$ cat src/rtl/hazard_scoreboard.sv
// D-stage stall and forward-select control: a shadow pipeline of pending GPR writes plus an MDU busy counter.
// stall/fwd are combinational from state and D inputs; downstream entries advance every cycle regardless.
module hazard_scoreboard #(
  parameter int NSTAGE   = 3,
  parameter int REGW     = 5,
  parameter int TW       = 2,
  parameter int MULT_CYC = 5,
  parameter int DIV_CYC  = 10,
  parameter int FW       = $clog2(NSTAGE+1)
) (
  input  logic            clk,
  input  logic            reset_n,
  input  logic            d_valid,
  input  logic [REGW-1:0] d_rs,
  input  logic [REGW-1:0] d_rt,
  input  logic            d_use_rs,
  input  logic            d_use_rt,
  input  logic [TW-1:0]   d_tuse_rs,
  input  logic [TW-1:0]   d_tuse_rt,
  input  logic            d_wr,
  input  logic [REGW-1:0] d_dst,
  input  logic [TW-1:0]   d_tnew,
  input  logic            d_md_start,
  input  logic            d_md_div,
  input  logic            d_md_use,
  output logic            stall,
  output logic [FW-1:0]   fwd_rs,
  output logic [FW-1:0]   fwd_rt,
  output logic            md_busy
);
  localparam int CW = $clog2(DIV_CYC+1);

  logic [NSTAGE:1]           v_q, v_d;
  logic [NSTAGE:1][REGW-1:0] dst_q, dst_d;
  logic [NSTAGE:1][TW-1:0]   tnew_q, tnew_d;
  logic [CW-1:0]             cnt_q, cnt_d;

  logic [1:0][REGW-1:0] src;
  logic [1:0]           src_use;
  logic [1:0][TW-1:0]   src_tuse;
  logic [1:0]           hit, hazard;
  logic [1:0][TW-1:0]   hit_tnew;
  logic [1:0][FW-1:0]   hit_k, fwd;

  assign src      = {d_rt, d_rs};
  assign src_use  = {d_use_rt, d_use_rs};
  assign src_tuse = {d_tuse_rt, d_tuse_rs};

  // Scan oldest to youngest so the lowest-numbered matching stage wins.
  always_comb begin
    hit      = '0;
    hit_tnew = '0;
    hit_k    = '0;
    hazard   = '0;
    fwd      = '0;
    for (int s = 0; s < 2; s++) begin
      for (int k = NSTAGE; k >= 1; k--) begin
        if (src_use[s] && (src[s] != '0) && v_q[k] && (dst_q[k] == src[s])) begin
          hit[s]      = 1'b1;
          hit_tnew[s] = tnew_q[k];
          hit_k[s]    = FW'(k);
        end
      end
      hazard[s] = hit[s] && (hit_tnew[s] > src_tuse[s]);
      fwd[s]    = (hit[s] && (hit_tnew[s] == '0)) ? hit_k[s] : '0;
    end
  end

  assign md_busy = (cnt_q != '0);
  assign stall   = d_valid & ((|hazard) | (d_md_use & md_busy));
  assign fwd_rs  = fwd[0];
  assign fwd_rt  = fwd[1];

  always_comb begin
    v_d    = '0;
    dst_d  = '0;
    tnew_d = '0;
    cnt_d  = cnt_q;
    // A stalled D injects a bubble into E.
    v_d[1]    = ~stall & d_valid & d_wr & (d_dst != '0);
    dst_d[1]  = stall ? '0 : d_dst;
    tnew_d[1] = stall ? '0 : d_tnew;
    for (int k = 2; k <= NSTAGE; k++) begin
      v_d[k]    = v_q[k-1];
      dst_d[k]  = dst_q[k-1];
      tnew_d[k] = (tnew_q[k-1] == '0) ? '0 : tnew_q[k-1] - TW'(1);
    end
    if (d_valid && d_md_start && !stall)
      cnt_d = d_md_div ? CW'(DIV_CYC) : CW'(MULT_CYC);
    else if (cnt_q != '0)
      cnt_d = cnt_q - CW'(1);
  end

  always_ff @(posedge clk or negedge reset_n) begin
    if (!reset_n) begin
      v_q    <= '0;
      dst_q  <= '0;
      tnew_q <= '0;
      cnt_q  <= '0;
    end else begin
      v_q    <= v_d;
      dst_q  <= dst_d;
      tnew_q <= tnew_d;
      cnt_q  <= cnt_d;
    end
  end
endmodule

$ cat config.mk
export PLATFORM = sky130hd
export DESIGN_NAME = hazard_scoreboard
export DESIGN_NICKNAME = d
export VERILOG_FILES = /design/src/rtl/hazard_scoreboard.sv
export SDC_FILE = /design/constraint.sdc
export NUM_CORES = 1
export LEC_CHECK = 0
export ABC_AREA = 0
export CORE_MARGIN = 2
export CORE_UTILIZATION = 25
export CTS_BUF_LIST = sky130_fd_sc_hd__clkbuf_16
export CTS_CLUSTER_DIAMETER = 60
export CTS_CLUSTER_SIZE = 12
export DETAILED_ROUTE_END_ITERATION = 7
export PLACE_DENSITY = 0.54
export SYNTH_ARGS = -nofsm -noshare
export SYNTH_HDL_FRONTEND = slang
export SYNTH_SLANG_ARGS = --single-unit
$ cat constraint.sdc
create_clock -name clk -period 6.4 [get_ports clk]
set_clock_uncertainty 0.15 [all_clocks]
set_input_delay 1.92 -clock clk [delete_from_list [all_inputs] [get_ports clk]]
set_output_delay 1.92 -clock clk [all_outputs]
set_load 0.05 [all_outputs]
==> out/metrics.csv <==
metric,value,unit
hold_viol,0,
final_cells,324,
avgViaCountPerCell,4.54,
power,0.562,mW
rows,30,
vias,1471,
dieWidth,87.3,um
endpoint_kind,output pin,
rr_startpoint,dst_d[12]$_DFF_PN0_,
gp_congestion,0.810,
synth-xor-area-share,0.162,
dp_cells,310,
synthAdderAreaFrac,0.0433,
hold_buffers,0,
arrival,4.47,ns
max-cap-violations,0,
start_util,0.257,
grt_max_degree,29,
synth_enable_flop_cells,0,
overflow,0,
wire_per_inst,13.4,um
final.setup.tns,-0.136,ns
worst_slew_pin_slew,0.492,ns
synth.cell_area,1730,um^2
coreArea,6760,um^2
synth_top_family_by_area,simple AND/OR/NAND/NOR gates,
grt_pass1_wl,7.02,mm
ys_seq_area_frac,0.404,
htree_levels,1,
synth_nets,200,
grt_usage,0.120,
hpwl,3.34,mm
max_stage_delay,0.55,ns
vdd_ir_drop_max,141,uV
cts.path.max_buffers,2,
required,4.33,ns
cts_made_buffers,3,
p_per_area,202,nW/um^2
drv_slew,0,
synth_compound_area_frac,0.0996,
whs_path_depth,0,
clkTransAtPathRegs,0.07,ns
firstDrtPassIters,4,
synthMuxAreaShare,0.0289,
reg2reg_slack,2.77,ns
clock_latency,0.26,ns
min_period_over_period,1.02,
fin_ws,-0.136,ns
synth_cells,164,
cp_cell_sequence,"buf_8, or4_4, o21ai_4, and4b_2, buf_6, a31oi_1, o21ai_1, inv_1, ha_2, nand2_1, o21ai_2, a31oi_4, o31ai_4, inv_4, buf_8",
fin_area,2780,um^2
hold_path_class,register to register,
worstSetupPathType,primary input to output pin,
first_global_vias,1523,
finalWirelength,4.35,mm
yosys_warnings,0,
drc_errors,0,
p_leak,1.24,nW
synth.distinct_cells,38,
violations,setup timing,
die_area,7620,um^2
r2r_cells,14,
clock_sinks,28,
timing.rr.end,cnt_q[1]$_DFFE_PN0P_,
fin_nets,281,
cts_root_buf,clkbuf_16,
hold_start,v_q[2]$_DFF_PN0_,
critPathLaunchType,primary input,
antenna_found_initial,0,
cp_slowest_cell,or4_4,
drt_iter0_markers,35,
synth-seq-cells,28,
timing.hold.ws,0.272,ns
cts_tree,built,
whs_endpoint,v_q[3]$_DFF_PN0_,
avgSynthCellArea,10.6,um^2
ioPinCount,36,
synthArstFlopShare,1.00,
path_common_cell,buf_8,
die_y,87.3,um
antenna_left,0,
dpl_cell_area,2490,um^2
yosys.area_share.simple,0.237,
max_clock_freq,153,MHz
status,"finished, violations left",
synth-main-ff-cell,dfrtp_1,
crit_path_start,d_rt[2],
drive_gt1_frac,0.422,
critPathMaxFanout,4,
num_antenna_cells,0,
rsz0062_at_grt,yes,
area_delta_synth_final,60.3,%
min_period,6.54,ns
numPortBuffers,35,
relSlewSlack,0.671,
setup_violations,1,
## Yosys cell counts, types with 3 or more instances
library cell | instances | area, um^2
nand3_1 | 4 | 20.0
nor2b_1 | 3 | 18.8
or4_1 | 3 | 22.5
inv_1 | 9 | 33.8
and2_1 | 10 | 62.6
dfrtp_1 | 28 | 701
or4_4 | 3 | 33.8
xor2_1 | 23 | 201
nor2_1 | 9 | 33.8
nor3_1 | 4 | 20.0
nand2_1 | 10 | 37.5
a21oi_1 | 3 | 15.0
ha_1 | 6 | 75.1
xnor2_1 | 9 | 78.8
nor4_1 | 4 | 25.0
a31oi_1 | 5 | 31.3
## metal layers
metal  GRT usage  wire length [um]  up-vias
li1            -                 -      743
met5           0                 0        -
met3      0.0180               152        7
met4      0.0476                91        0
met2       0.202              2080       32
met1       0.154              2020      689
## worst max-delay path: cells and delay by family
family,cells,cell delay [ns]
AO/OA/AOI/OAI,6,0.87
adder cells (fa/ha/maj),1,0.26
buffers and inverters,5,0.50
AND/OR/NAND/NOR,3,0.91
## final cells by class
class	instances	area, um^2
Fill cell	648	3980
Multi-Input combinational cell	126	1160
Sequential cell	28	701
Timing Repair Buffer	77	699
Tap cell	80	100
Clock buffer	3	75.1
Inverter	9	36.3
Clock inverter	1	3.75
## what timing repair did
action / 4_1_cts / 5_1_grt
hold endpoints to repair: 0 / 0
pin swaps: 19 / 21
setup endpoints to repair: 3 / 2
gates resized for setup: 44 / 32
setup buffers: 6 / 4
## through the flow
step / util / worst slack, ns
finish: 0.411 / -0.136
global route: 0.411 / -0.224
CTS: 0.395 / -0.194
detailed placement: 0.368 / -0.637
global placement: 0.368 / -0.630
floorplan: - / 0.0200
## cells in the final DEF, fill, tap and decap left out, drive strengths merged, types with 5 or more instances in the layout
cell           Yosys  final
a31oi              6      6
and2              11     11
buf                1     54
clkbuf             0      5
clkdlybuf4s50      0     18
dfrtp             28     28
ha                 6      6
inv                9      9
nand2             10     10
nor2               9      9
o21ai              5      5
or4                6      6
xnor2              9      9
xor2              23     23
## how the worst max path moves through the flow
stage	to	slack [ns]	cells after the start
after floorplan	stall	0.02	11
after global placement	stall	-0.63	13
after detailed placement	stall	-0.64	13
after CTS	stall	-0.19	13
after global routing	stall	-0.22	15
final	stall	-0.14	15
## cells by family (layout without fill, tap and decap cells)
group,after synthesis,count (layout)
and+or+nand+nor,63,63
xor gates and xnor gates,32,32
DFF,28,28
AOI/OAI and AO/OA,21,21
buffers and inverters,10,90
adders and majority gates,6,6
muxes,4,4
## sequential cells by signal (all words and copies together), names as in the netlist
register and cells:
v_q 3, tnew_q 6, dst_d 10, cnt_q 4, dst_q 5
## power breakdown
part           internal (mW)  switching (mW)  total, mW
Sequential             0.205          0.0274      0.233
Clock                 0.0838          0.0575      0.141
Combinational          0.103          0.0853      0.188
Total                  0.392           0.170      0.562
Note: power is estimated with default switching activity, not from simulation.
